$ cat config.mk
export PLATFORM = sky130hd
export DESIGN_NAME = kronos_alu_seq
export DESIGN_NICKNAME = d
export VERILOG_FILES = /design/src/rtl/kronos_alu_seq.sv
export SDC_FILE = /design/constraint.sdc
export NUM_CORES = 1
export LEC_CHECK = 0
export ABC_AREA = 1
export CAP_MARGIN = 10
export CORE_MARGIN = 2
export CORE_UTILIZATION = 42
export CTS_BUF_LIST = sky130_fd_sc_hd__clkbuf_4 sky130_fd_sc_hd__clkbuf_8
export DETAILED_ROUTE_END_ITERATION = 8
export PLACE_DENSITY = 0.62
export SETUP_SLACK_MARGIN = 0.15
export SKIP_LAST_GASP = 1
export SLEW_MARGIN = 10
export SYNTH_ARGS = -nofsm -noshare
export SYNTH_HDL_FRONTEND = slang
export SYNTH_SLANG_ARGS = --single-unit
$ cat constraint.sdc
create_clock -name clk -period 5.65 [get_ports clk]
set_input_delay 1.13 -clock clk [delete_from_list [all_inputs] [get_ports clk]]
set_output_delay 1.13 -clock clk [all_outputs]
set_load 0.03 [all_outputs]
$ cat src/rtl/kronos_alu_seq.sv
// kronos_alu_seq: multi-cycle RV32I ALU with a valid/ready handshake on both sides,
// a registered result, and an iterative shifter that moves up to SHIFT_STEP bits per cycle.
module kronos_alu_seq #(
    parameter int WIDTH      = 32,
    parameter int SHIFT_STEP = 4
) (
    input  logic             clk,
    input  logic             rstz,
    input  logic             flush,
    input  logic             in_valid,
    output logic             in_ready,
    input  logic [WIDTH-1:0] op1,
    input  logic [WIDTH-1:0] op2,
    input  logic [3:0]       aluop,
    output logic             out_valid,
    input  logic             out_ready,
    output logic [WIDTH-1:0] result
);
    localparam int SHW = $clog2(WIDTH);
    localparam int CW  = SHW + 1;   // one extra bit so a step of WIDTH is representable
    localparam logic [CW-1:0] STEP = CW'(SHIFT_STEP);

    localparam logic [3:0] OP_SUB  = 4'b1000;
    localparam logic [3:0] OP_SLL  = 4'b0001;
    localparam logic [3:0] OP_SLT  = 4'b0010;
    localparam logic [3:0] OP_SLTU = 4'b0011;
    localparam logic [3:0] OP_XOR  = 4'b0100;
    localparam logic [3:0] OP_SRL  = 4'b0101;
    localparam logic [3:0] OP_SRA  = 4'b1101;
    localparam logic [3:0] OP_OR   = 4'b0110;
    localparam logic [3:0] OP_AND  = 4'b0111;

    typedef enum logic [1:0] {IDLE, SHIFT, DONE} state_t;

    state_t           state;
    logic [WIDTH-1:0] shreg;
    logic [CW-1:0]    remaining;
    logic             sh_left;
    logic             sh_fill;

    logic             accept;
    logic             is_shift;
    logic [CW-1:0]    shamt;
    logic [CW-1:0]    step_amt;
    logic [WIDTH-1:0] alu_res;
    logic [WIDTH-1:0] fill_mask;
    logic [WIDTH-1:0] shifted;

    assign in_ready = !flush && (state == IDLE || (state == DONE && out_ready));
    assign accept   = in_valid && in_ready;
    assign shamt    = {1'b0, op2[SHW-1:0]};
    assign is_shift = (aluop == OP_SLL) || (aluop == OP_SRL) || (aluop == OP_SRA);

    always_comb begin
        // NOTE: a default assignment before the case keeps every path driven, so no latch is inferred.
        alu_res = op1 + op2;
        case (aluop)
            OP_SUB:  alu_res = op1 - op2;
            OP_SLT:  alu_res = {{(WIDTH-1){1'b0}}, $signed(op1) < $signed(op2)};
            OP_SLTU: alu_res = {{(WIDTH-1){1'b0}}, op1 < op2};
            OP_XOR:  alu_res = op1 ^ op2;
            OP_OR:   alu_res = op1 | op2;
            OP_AND:  alu_res = op1 & op2;
            OP_SLL, OP_SRL, OP_SRA: alu_res = op1;  // only taken for a zero shift amount
            default: ;
        endcase
    end

    // One shifter step: the smaller of the per-cycle budget and what is left.
    assign step_amt  = (remaining > STEP) ? STEP : remaining;
    assign fill_mask = sh_fill ? ~({WIDTH{1'b1}} >> step_amt) : '0;
    assign shifted   = sh_left ? (shreg << step_amt) : ((shreg >> step_amt) | fill_mask);

    // NOTE: non-blocking assignments throughout, so every register samples pre-edge values.
    always_ff @(posedge clk or negedge rstz) begin
        if (!rstz) begin
            // NOTE: the datapath registers are reset too, so no stale or partial result survives reset.
            state     <= IDLE;
            out_valid <= 1'b0;
            result    <= '0;
            shreg     <= '0;
            remaining <= '0;
            sh_left   <= 1'b0;
            sh_fill   <= 1'b0;
        end else if (flush) begin
            state     <= IDLE;
            out_valid <= 1'b0;
            remaining <= '0;
        end else if (accept) begin
            if (is_shift && shamt != '0) begin
                shreg     <= op1;
                remaining <= shamt;
                sh_left   <= (aluop == OP_SLL);
                sh_fill   <= (aluop == OP_SRA) && op1[WIDTH-1];
                state     <= SHIFT;
                out_valid <= 1'b0;
            end else begin
                result    <= alu_res;
                state     <= DONE;
                out_valid <= 1'b1;
            end
        end else begin
            case (state)
                SHIFT: begin
                    shreg     <= shifted;
                    remaining <= remaining - step_amt;
                    if (remaining == step_amt) begin
                        result    <= shifted;
                        state     <= DONE;
                        out_valid <= 1'b1;
                    end
                end
                DONE: begin
                    if (out_ready) begin
                        state     <= IDLE;
                        out_valid <= 1'b0;
                    end
                end
                default: ;
            endcase
        end
    end
endmodule

== Word level (Yosys, flattened, before mapping) ==
Index checks and enable logic that the tools add are counted.
Storage, ports and cells
  input bits: 73
  register bits: 75
  logic and storage cells: 87
Cells by class
  add/subtract/negate cells: 3
  shifts and indexed selects: 3
  equal/unequal tests: 17
  reductions and logical operators: 21
  muxes and demuxes: 27
  bitwise operators: 6
  magnitude comparators: 3
Operators by type and width (number)
  two-way mux 32 bit: 9
  case mux 32 bit (7 select lines): 1
  less-than comparator 32 bit: 2
  bitwise OR 32 bit: 2
  adder 32 bit: 1
  bitwise AND 32 bit: 1
  inverter 32 bit: 1
  left shift 32 x 6 -> 32 bit: 1
  >> shifter 32 x 6 -> 32 bit: 1
  >> shifter 32 x 6 -> 32 bit, first input constant: 1
  subtractor 32 bit: 1
  XOR 32 bit: 1
  two-way mux 6 bit: 5
  == test 4 x 3 -> 1 bit, second input constant: 4
  two-way mux 2 bit: 5
  AND reduction 3 bit: 3
  == test 4 x 2 -> 1 bit, second input constant: 2
  == test 4 bit, second input constant: 2
  inequality test 4 bit, second input constant: 2
  == test 6 bit: 1
  greater-than comparator 6 x 3 -> 1 bit, second input constant: 1
  nonzero test 6 bit: 1
  subtractor 6 bit: 1
  logical AND 1 bit: 5
  other kinds (19): 26

== Longest topological paths before layout ==
Gate-level depths: netlist (run 1).
  word-level depth: 10
  mapped depth: 19
  gate-level depth less buffers: 18

== Least setup slack after synthesis (run 1) ==
No wires, ideal clock.
  path type: input -> register
  from: input port op1[0]
  to: register result[0]
  stages on the path: 17
  arrival: 2686 ps
  path slack: 2886 ps
  cells stage by stage: inv_1 > ha_1 > inv_1 > fa_1 > nand2_1 > a21oi_1 > nand2_1 > nand2_1 > nand2_1 > nand3_1 > nand2_1 > nand2_1 > nand2_1 > nand3_1 > nand2_1 > nand2_1 > a21oi_1
Between the ends
  word-level cells in the longest chain between the ends: 4
  elaborated cells between the ends (all ways): 10
Ends and longest elaborated chain
  start, declared: RTL line 12  | input logic [WIDTH-1:0] op1,
  adder 32 bit (tied with other cells): RTL line 56  | alu_res = op1 + op2;
  case mux 32 bit (7 select lines) *: RTL line 57  | case (aluop)
  two-way mux 32 bit *: RTL line 90  | if (is_shift && shamt != '0) begin
  two-way mux 32 bit *: RTL line 89  | end else if (accept) begin
  end signal, assigned: RTL line 98  | result <= alu_res;
  end signal, assigned: RTL line 108  | result <= shifted;
  end, declared: RTL line 17  | output logic [WIDTH-1:0] result
Mark *: on every way between the ends. The rest lies on a longest branch, timed or not. The select of a mux whose other input is x is not followed.
A chain may end at the register's enable or synchronous reset.

== Worst setup path after layout (run 1) ==
  from: input port aluop[1]
  to: register shreg[9]
Between the ends
  word-level cells in the longest chain between the ends: 6
  elaborated cells between the ends (all ways): 8
Ends and longest elaborated chain
  start, declared: RTL line 14  | input logic [3:0] aluop,
  == test 4 x 1 -> 1 bit / == test 4 x 3 -> 1 bit (equally long branches): RTL line 52  | assign is_shift = (aluop == OP_SLL) || (aluop == OP_SRL) || (aluop == OP_SRA);
  logical OR 1 bit: RTL line 52
  logical OR 1 bit *: RTL line 52
  logical AND 1 bit *: RTL line 90
  inequality test 2 x 1 -> 1 bit (no source line) *
  AND reduction 3 bit (no source line) *
  end signal, assigned: RTL line 91  | shreg <= op1;
  end signal, assigned: RTL line 105  | shreg <= shifted;
  end, declared: RTL line 36  | logic [WIDTH-1:0] shreg;
Mark *: on every way between the ends. The rest lies on a longest branch, timed or not.

==> results by group, run 1 <==
Run status
  – Outcome: complete, no violations

Global routing
  – Initial antenna violation count: 1
  – Gr usage total: about 32%
  – Vias in the first global route: approximately 14000
  – Congestion Overflow GR: 0
  – Global-route wire length before repair: 76600 µm
  – Largest net degree at the start of global routing: 75

Routing
  – Vias per cell: about 5.6
  – First-pass DRT Iterations: 7
  – Initial DRC count: 1794
  – Via count: about 15000
  – Final wirelength: about 50000 µm
  – ANT nets after route: 0
  – Wire per inst: 19.1 µm
  – DRC viols: 0

Worst setup path
  – Crit path launch type: input pin
  – WP data required: roughly 5900 ps
  – Crit-path max FO: 64
  – Critical path class: in -> reg
  – Worst EP arrival: about 4200 ps
  – Crit. End Element: flop

Synth
  – Post-synthesis sequential area ratio: between 10% and 20%
  – Yosys Warn Count: 0
  – Syn_nets: approximately 2300
  – Mapped Area: roughly 12000 µm²
  – Post-Syn Area per Cell: approximately 5.6 µm²
  – Yosys cell types: 52
  – Cell count after synthesis: around 2200
  – Synth Register Bits: 74

Layout
  – Layout cell share with drive strength beyond 1: roughly 3.5%
  – Diodes inserted: 0
  – Final Net Count: about 2400
  – Layout area overhead: 11.1%
  – Finished Cell Area: around 13000 µm²

Floorplanning
  – Chip width: ~170 µm
  – Starting Density: 42.3%
  – Die Height: between 150 and 200 µm
  – Core footprint: around 29000 µm²
  – Num ports: ~110
  – # rows: 62
  – Full die area: 30100 µm²

Placed design
  – Placed inst area: 13300 µm²
  – Detailed Place HPWL: about 39000 µm
  – Buffers on Ports: 106
  – Pre-CTS WS: 1370 ps
  – RePlAce Congestion: between 0.9 and 1

Power
  – Power share of the clock group: 7.6%
  – Psw: about 0.0029 W
  – Comb pwr share: 73.0%
  – P_leak: 7.18 nW
  – Switching part of the total power: ~58%
  – Power Dens Cells: around 370 nW/µm²
  – Peak VDD IR: 0.171 mV
  – Reg power frac: about a fifth
  – Power Internal: ~0.0021 W

STA
  – Final Hold Fails: 0
  – Max-slew violation count: 0
  – Fin crit share: a little under three quarters
  – Setup violators final: 0
  – Total negative slack: 0 ps
  – Setup ws final: around 1600 ps
  – RSZ-0062 raised after global routing: false
  – Tmin final: ~4000 ps
  – Max_slew headroom: approximately a fifth
  – Fmax: between 200 and 250 MHz
  – Worst-Margin Slew: 1200 ps
  – Clock Skew: between 10 and 15 ps

Clocking
  – Largest buffer count on any clock path: 2
  – Clock Sinks: 74
  – CTS root buffer: clkbuf_8
  – Post-CTS Setup Bufs: 0
  – Skew-Pair Late Insertion Delay: 360 ps
  – Reg clk slew, reported paths: roughly 80 ps
  – Clock buffer count from CTS: 9
  – Post-cts resize count: 0
  – Hold buffers post-CTS: 0
  – H-tree depth: 3
  – CTS tree: built

Worst hold path
  – Worst Hold Class: reg -> reg

Flow run
  – Maxcap violations: 0
==> metrics by stage <==
step                      util (%)  std cells  total power (W)  hold slack, ps
after global placement        46.4       2563          0.00456             475
after floorplan                  -       2157          0.00342             495
after detailed placement      46.4       2563          0.00455             473
after global routing          47.0       2578          0.00543             551
final                         47.0       2578          0.00501             511
after CTS                     47.0       2578          0.00495             509
==> cells by family after synthesis <==
group | synth area share, %
adder cells (fa/ha/maj) | 10.7
AO/OA/AOI/OAI | 17.3
AND/OR/NAND/NOR | 40.7
other | 0.0310
buffers and inverters | 14.9
XOR/XNOR | 1.01
multiplexers | 0.0828
flip-flops | 15.3
==> critical path, stage by stage <==
cell	delay, ps
clkdlybuf4s50_1	550
inv_2	140
nand2_1	80
inv_2	80
nand2_1	400
inv_2	170
o21ai_1	120
nand2_1	160
o21ai_2	100
inv_2	110
nand2_4	400
a21oi_1	630
a22oi_1	130
==> routing by layer <==
metal / share of wire, % / global-route usage [%]
met5: 0.024 / 0
met4: 3.0 / 9.70
met3: 7.5 / 2.46
met2: 44 / 51.2
met1: 46 / 46.6
==> worst paths after layout <==
path	cells past startpoint	start	slack [ps]	end
min reg2reg	2	result[10]	510	result[10]
min in group asynchronous	1	rstz	890	result[10]
max reg2reg	14	state[0]	2470	shreg[9]
min	2	result[10]	510	result[10]
max	13	aluop[1]	1620	shreg[9]
max in group asynchronous	1	rstz	4110	shreg[28]
==> synth_stat cells (all sizes together) <==
library cell / n / share of area (%)
nor4: 4 / 0.21
clkbuf: 30 / 0.94
or2: 4 / 0.21
nor3: 16 / 0.70
ha: 100 / 10
o2111ai: 2 / 0.14
o31ai: 1 / 0.062
o2111a: 1 / 0.093
a21boi: 2 / 0.12
a22oi: 28 / 1.8
nand4: 17 / 0.88
o21a: 2 / 0.12
nand3: 283 / 12
nand2: 679 / 22
o311ai: 1 / 0.072
xor2: 13 / 0.94
mux2i: 1 / 0.083
a221oi: 21 / 1.5
a211oi: 1 / 0.062
clkinv: 1 / 0.031
buf: 66 / 2.9
and2: 3 / 0.16
dfrtp: 74 / 15
o21bai: 10 / 0.62
conb: 1 / 0.031
o211ai: 17 / 1.1
o221ai: 3 / 0.22
inv: 353 / 11
and3: 2 / 0.10
nor2: 157 / 5.2
o22ai: 38 / 2.0
xnor2: 1 / 0.072
o21ai: 65 / 2.8
fa: 2 / 0.33
a21oi: 158 / 6.5
==> cells in the final DEF (no fill, tap or decap), types with 4 or more instances in the layout <==
master and n:
nand4_1 17, o21ai_1 19, nor2_1 148, o22ai_1 38
nand3_1 283, nand2_2 13, xor2_1 13, clkdlybuf4s50_1 105
o21ai_2 4, dfrtp_1 74, ha_1 100, inv_2 13
o21ai_0 42, nor3_1 15, a21oi_1 158, clkbuf_8 10
inv_1 339, nor4_1 4, a22oi_1 27, nand2_1 663
nor2_2 6, a221oi_1 21, o21bai_1 10, o211ai_1 16
buf_4 13
==> state kept, by name, indices dropped and copies added, names as in the netlist <==
signal / count
shreg: 32
out_valid: 1
sh_left: 1
state: 1
result: 32
sh_fill: 1
remaining: 6
==> power groups by stage <==
stage	Combinational, W	Sequential (W)	Clock (W)
global placement	0.00358	0.000973	0
CTS	0.00359	0.000967	0.000388
detailed placement	0.00358	0.000975	0
global route	0.00403	0.000994	0.000402
finish	0.00366	0.000972	0.000381
floorplan	0.00230	0.00112	0
==> final cells by class <==
type,count,area [µm²]
fillers,3257,15100
multi-input cells,1633,8440
flip-flops and latches,74,1850
inverters,354,1330
repair buffers,118,1150
well taps,384,480
clock buffers,11,145
clock inverters,4,28.8
(Power assumes the default switching activity.)
==> run 2, diff against run 1 <==
--- a/config.mk
+++ b/config.mk
@@ -11,7 +11,7 @@
 export CORE_UTILIZATION = 42
 export CTS_BUF_LIST = sky130_fd_sc_hd__clkbuf_4 sky130_fd_sc_hd__clkbuf_8
 export DETAILED_ROUTE_END_ITERATION = 8
-export PLACE_DENSITY = 0.62
+export PLACE_DENSITY = 0.65
 export SETUP_SLACK_MARGIN = 0.15
 export SKIP_LAST_GASP = 1
 export SLEW_MARGIN = 10
==> constraint.sdc (replaced) <==
create_clock -name clk -period 3.6 [get_ports clk]
set_input_delay 0.72 -clock clk [delete_from_list [all_inputs] [get_ports clk]]
set_output_delay 0.72 -clock clk [all_outputs]
set_load 0.03 [all_outputs]
==> results by group, run 2 (same netlist as run 1, synthesis figures left out) <==
Worst setup path
  – Crit-path max FO: 9 (-86%)
  – Worst path max stage delay: 610 ps (-20 ps)
  – Cell Chain, Critical Path: clkdlybuf4s50_1, inv_1, ha_1, nand2_1, nor2_1, nand2_1, inv_1, nand2_1, nand2_1, nand2_1, nand3_1, o21ai_0, nand2_1, nand2_1, a21oi_1
  – Flop2flop setup slack: 880 ps (-1590 ps)
  – Critical path class: in -> reg
  – Crit path buffers/inverters: 3 (-2)
  – Crit path launch type: input pin
  – Delay-heaviest family, CP: simple AND/OR/NAND/NOR gates
  – Most frequent CP cell: nand2_1
  – Crit. End Element: flop
  – WP data required: 3870 ps (-1990 ps)
  – Worst path slowest cell: clkdlybuf4s50_1
  – Worst EP arrival: 3460 ps (-770 ps)

Clocking
  – CTS tree: built
  – Clock buffer count from CTS: 9 (unchanged)
  – Post-cts resize count: 0 (unchanged)
  – Reg clk slew, reported paths: 100 ps (+20 ps)
  – Hold buffers post-CTS: 0 (unchanged)
  – Clock Sinks: 74 (unchanged)
  – Largest buffer count on any clock path: 2 (unchanged)
  – CTS root buffer: clkbuf_8
  – Post-CTS Setup Bufs: 0 (unchanged)
  – H-tree depth: 3 (unchanged)
  – Skew-Pair Late Insertion Delay: 360 ps (about the same)

Routing
  – Vias per cell: 5.56 (-1.1%)
  – Via count: 14747 (+1.7%)
  – First-pass DRT Iterations: 6 (-1)
  – DRC viols: 0 (unchanged)
  – Wire per inst: 18.9 µm (-0.98%)
  – Final wirelength: 50100 µm (+1.8%)
  – Initial DRC count: 1748 (-2.6%)
  – ANT nets after route: 0 (unchanged)

Layout
  – Top Registers: result: 32 flops, shreg: 32 flops, remaining: 6 flops
  – Finished Layout Cells: 2650 (+2.8%)
  – Most common cell after layout, fill and taps aside: nand2_1
  – Diodes inserted: 0 (unchanged)
  – Filler cells: 3177 (-2.5%)
  – Final Net Count: 2436 (+3.0%)
  – Finished Cell Area: 14000 µm² (+4.4%)
  – Layout cell share with drive strength beyond 1: 6.58% (+3.1 points)
  – Commonest cells after routing, fill and taps aside: nand2_1, inv_1, nand3_1
  – Layout area overhead: 16.0%

Power
  – Total power: 0.00808 W (+61%)
  – Peak VDD IR: 0.269 mV (+58%)
  – P_leak: 7.55 nW (+5.1%)
  – Power Dens Cells: 576 nW/µm² (+55%)

Global routing
  – Largest net degree at the start of global routing: 75 (unchanged)
  – Congestion Overflow GR: 0 (unchanged)
  – Initial antenna violation count: 0 (-1)
  – Met2 GRT Util: 52.7% (+1.5 points)
  – Met3 Resource Use GR: 3.03% (+0.57 points)
  – GR peak layer: met2
  – Global-route wire length before repair: 78000 µm (+1.9%)
  – Vias in the first global route: 14065 (+2.9%)
  – Global Route met1 Usage: 46.0% (-0.52 points)
  – Gr usage total: 32.6% (+0.41 points)

Placed design
  – Pre-CTS WS: 159 ps (-1210 ps)
  – Detailed Place HPWL: 40400 µm (+3.4%)
  – RePlAce Congestion: 0.987 (-1.2%)
  – DP Cell Count: 2634 (+2.8%)
  – Buffers on Ports: 106 (unchanged)
  – Placed inst area: 13800 µm² (+4.2%)

STA
  – Setup ws final: 412 ps (-1210 ps)
  – Final Hold Fails: 0 (unchanged)
  – RSZ-0062 raised after global routing: false
  – Max-slew violation count: 0 (unchanged)
  – Setup violators final: 0 (unchanged)
  – Fmax: roughly 310 MHz
  – Tmin final: about 3200 ps
  – Fin crit share: about 90%
  – Worst-Margin Slew: 977 ps (-223 ps)
  – Clock Skew: 21.0 ps (+9.22 ps)
  – Max_slew headroom: 34.9% (+15 points)
  – Total negative slack: 0 ps (unchanged)

Floorplanning
  – Core footprint: 28500 µm² (unchanged)
  – Starting Density: 42.3% (unchanged)
  – # rows: 62 (unchanged)
  – Die Height: 174 µm (unchanged)
  – Full die area: 30100 µm² (unchanged)
  – Num ports: 107 (unchanged)
  – Chip width: 174 µm (unchanged)

Flow run
  – Maxcap violations: 0 (unchanged)

Run status
  – Outcome: complete, no violations

Worst hold path
  – Worst Hold Class: in -> async
==> run 2: area by class of cell <==
cell class	instances	area, µm²	area share [%]
Clock buffer	10	138	0.982
Clock inverter	6	72.6	0.518
Inverter	354	1330	9.50
Multi-Input combinational cell	1633	8440	60.2
Sequential cell	74	1850	13.2
Tap cell	384	480	3.43
Timing Repair Buffer	189	1710	12.2
==> run 2: power breakdown <==
group / switching, W / internal, W
combinational: 0.00392 / 0.00194
sequential: 0.000313 / 0.00122
clock: 0.000346 / 0.000347
total: 0.00458 / 0.00350
==> run 2: per-layer routing <==
metal	vias to the layer above	share of wire [%]
li1	7175	-
met1	6793	45
met2	679	44
met3	100	8.0
met4	0	3.1
met5	-	0
==> run 2: final timing paths <==
check / from / cells after the start / end
setup / recovery: op1[15] / 15 / result[17]
hold / removal: rstz / 1 / result[10]
setup reg to reg: remaining[4] / 12 / result[12]
hold reg to reg: result[11] / 2 / result[11]
max in group asynchronous: rstz / 1 / result[0]
min in group clk: result[11] / 2 / result[11]
==> run 2: metrics by stage <==
step | utilization, % | hold WS [ps]
2_1_floorplan | - | 424
3_3_place_gp | 48.4 | 470
3_5_place_dp | 48.4 | 469
4_1_cts | 49.1 | 491
5_1_grt | 49.1 | 509
6_report | 49.1 | 493
==> run 3, diff against run 2 <==
--- a/config.mk
+++ b/config.mk
@@ -5,9 +5,7 @@
 export SDC_FILE = /design/constraint.sdc
 export NUM_CORES = 1
 export LEC_CHECK = 0
-export ABC_AREA = 1
 export CAP_MARGIN = 10
-export CORE_MARGIN = 2
 export CORE_UTILIZATION = 42
 export CTS_BUF_LIST = sky130_fd_sc_hd__clkbuf_4 sky130_fd_sc_hd__clkbuf_8
 export DETAILED_ROUTE_END_ITERATION = 8
==> results by group, run 3 <==
Routing
  – Final wirelength: 46700 µm (-6.7%)
  – Wire per inst: 22.9 µm (+21%)
  – Initial DRC count: 1478 (-15%)
  – Met2 Wirelength: 21800 µm (-1.3%)
  – Vias per cell: 6.36 (+14%)
  – ANT nets after route: 0 (unchanged)
  – DR top layer: met4
  – First-pass DRT Iterations: 6 (unchanged)
  – Met1 Wirelength: 19300 µm (-14%)
  – Via count: 12981 (-12%)
  – Met3 wire len: 4100 µm (+2.1%)
  – DRC viols: 0 (unchanged)

Synth
  – Primary FF master, synth: dfrtp_1
  – Adder-Cell Fraction of Synth Area: 11.7% (+1.1 points)
  – Synth area leaders: dfrtp_1, ha_1, mux4_2, a21oi_1, mux2i_1
  – Main combinational cell family by area after synthesis: compound AO/OA/AOI/OAI gates
  – Mapped Area: 11000 µm² (-9.0%)
  – Post-synth ARST share: 100% (unchanged)
  – Simple-gate share of the synthesized area: 17.8% (-23 points)
  – Post-synthesis sequential area ratio: 16.8% (+1.5 points)
  – Share of the synthesized area in the top cell type: 16.8% (-3.8 points)
  – Synth Register Bits: 74 (unchanged)
  – Cell taking the most area after synthesis: dfrtp_1
  – Yosys Warn Count: 0 (unchanged)
  – Complex-gate fraction of the synthesized area: 30.1% (+13 points)
  – Post-Syn Area per Cell: 7.82 µm² (+40%)
  – Cell count after synthesis: 1406 (-35%)
  – Post-synth EDFFs: 0 (unchanged)
  – Synth cell count leaders: nor2_1, a21oi_1, nand2_1
  – Syn_nets: 1581 (-32%)
  – Xor and xnor fraction of the mapped netlist area: 0.557% (-0.46 points)
  – Most frequent cell after synthesis: nor2_1
  – Proportion of synthesized area in mux cells: 15.0% (+15 points)
  – Yosys cell types: 83 (+60%)

Floorplanning
  – Core footprint: 25400 µm² (-11%)
  – Full die area: 26800 µm² (-11%)
  – Starting Density: 43.3% (+0.98 points)
  – Chip width: 164 µm (-5.6%)
  – Die Height: 164 µm (-5.6%)
  – # rows: 58 (-6.5%)
  – Num ports: 107 (unchanged)

Worst setup path
  – Most frequent CP cell: buf_4
  – Crit path buffers/inverters: 7 (+4)
  – Critical path depth: 17 (+2)
  – WP data required: 3930 ps (+60 ps)
  – Crit-path max FO: 6 (-3)
  – Cell Chain, Critical Path: dlygate4sd2_1, inv_2, ha_4, buf_4, a21oi_1, o211ai_1, buf_4, a211oi_4, buf_6, o221ai_4, a211oi_2, buf_4, buf_4, nor2_1, o41ai_2, nand4_1, a31oi_1
  – Delay-heaviest family, CP: compound AO/OA/AOI/OAI gates
  – Critical path class: in -> reg
  – Worst path max stage delay: 320 ps (-290 ps)
  – Crit path launch type: input pin
  – Crit. End Element: flop
  – Worst path slowest cell: o41ai_2
  – Worst EP arrival: 3830 ps (+370 ps)
  – Path depth of the worst reg2reg path: 9 (-3)

Clocking
  – Largest buffer count on any clock path: 2 (unchanged)
  – Hold buffers post-CTS: 0 (unchanged)
  – Reg clk slew, reported paths: 110 ps (about the same)
  – Clock buffer count from CTS: 9 (unchanged)
  – CTS root buffer: clkbuf_8
  – Skew-Pair Late Insertion Delay: 400 ps (+40 ps)
  – H-tree depth: 3 (unchanged)
  – Clock Sinks: 74 (unchanged)
  – CTS tree: built

Power
  – Switching part of the total power: 49.0% (-7.6 points)
  – Comb pwr share: 64.6% (-7.9 points)
  – Reg power frac: 25.0% (+6.1 points)
  – Power Internal: 0.00355 W (+1.3%)
  – Peak VDD IR: 0.304 mV (+13%)
  – P_leak: 6.79 nW (-10%)
  – Power Dens Cells: 457 nW/µm² (-21%)
  – Power share of the clock group: 10.5% (+1.9 points)
  – Psw: 0.00341 W (-25%)

STA
  – Setup violators final: 0 (unchanged)
  – Fmax: 286 MHz (-8.9%)
  – Clock Skew: 21.2 ps (+0.181 ps)
  – WHS: 264 ps (-229 ps)
  – Tmin final: 3500 ps (+311 ps)
  – Setup ws final: 102 ps (-311 ps)
  – Fin crit share: 97.2% (+8.6 points)
  – Max_slew headroom: 44.9% (+10 points)
  – Max-slew violation count: 0 (unchanged)
  – Worst-Margin Slew: 827 ps (-150 ps)
  – Final Hold Fails: 0 (unchanged)

Layout
  – Final Net Count: 1880 (-23%)
  – Layout cell share with drive strength beyond 1: 29.9% (+23 points)
  – Layout area overhead: 38.6%
  – Final core occ: 60.0% (+11 points)
  – Multi-input logic area: 8920 µm² (+5.7%)
  – Storage element area: 1850 µm² (unchanged)
  – Most common cell after layout, fill and taps aside: buf_4
  – Commonest cells after routing, fill and taps aside: buf_4, nor2_1, a21oi_1
  – Diodes inserted: 0 (unchanged)
  – Top Registers: result: 32 flops, shreg: 32 flops, remaining: 6 flops
  – Filler cells: 2328 (-27%)

Worst hold path
  – Worst Hold Class: in -> async

Global routing
  – Global-route wire length before repair: 72700 µm (-6.8%)
  – Vias in the first global route: 12795 (-9.0%)
  – Congestion Overflow GR: 0 (unchanged)
  – Largest net degree at the start of global routing: 68 (-9.3%)
  – Gr usage total: 35.1% (+2.5 points)
  – Initial antenna violation count: 0 (unchanged)

Run status
  – Outcome: complete, no violations

Placed design
  – RePlAce Congestion: 0.980 (-0.75%)
  – Pre-CTS WS: -710 ps (-869 ps)
  – Detailed Place HPWL: 34800 µm (-14%)
  – Buffers on Ports: 106 (unchanged)

Flow run
  – Maxcap violations: 0 (unchanged)
[run 3: worst paths after layout]
path | slack (ps) | start | endpoint
setup / recovery | 100 | op2[4] | result[31]
hold / removal | 260 | rstz | result[30]
setup reg to reg | 280 | remaining[4] | result[13]
hold reg to reg | 490 | result[5] | result[5]
max in group asynchronous | 2580 | rstz | shreg[10]
min in group clk | 490 | result[5] | result[5]
[run 3: power by group through the flow]
stage | Clock, W | Sequential, W | Combinational, W
2_1_floorplan | 0 | 0.00174 | 0.00247
3_3_place_gp | 0 | 0.00171 | 0.00423
3_5_place_dp | 0 | 0.00172 | 0.00427
4_1_cts | 0.000736 | 0.00171 | 0.00437
5_1_grt | 0.000769 | 0.00177 | 0.00484
6_report | 0.000728 | 0.00174 | 0.00450
[run 3: layer usage]
metal  track usage (%)  vias to the layer above
met2              57.1                      728
met5                 0                        -
met3              4.62                      114
li1                  -                     5861
met1              47.4                     6278
met4              12.8                        0
[run 3: area by class of cell]
class                           instances  share of cell area [%]
Multi-Input combinational cell       1109                    58.5
Timing Repair Buffer                  410                    22.9
Sequential cell                        74                    12.1
Tap cell                              330                    2.71
Inverter                              101                    2.49
Clock buffer                           10                   0.862
Clock inverter                          6                   0.427
[run 3: stage by stage]
stage | setup TNS (ps) | cell area (µm²) | instances | power [W]
final | 0 | 15200 | 2040 | 0.00696
after global routing | -8.35 | 15200 | 2040 | 0.00738
after CTS | 0 | 14900 | 2029 | 0.00681
after detailed placement | -11380 | 14300 | 2002 | 0.00599
after global placement | -11170 | 14300 | 2002 | 0.00594
after floorplan | 0 | 11000 | 1406 | 0.00421
[run 3: what timing repair did]
action,in CTS,in global routing
resized for setup,106,89
setup buffers,11,11
endpoints found under the setup margin,21,20
pin swaps,26,25
[run 3: cells by family after synthesis]
family                     after synthesis
other                                    1
xor gates and xnor gates                 7
AOI/OAI and AO/OA                      486
adders and majority gates              102
buffers and inverters                  223
DFF                                     74
and+or+nand+nor                        409
muxes                                  104
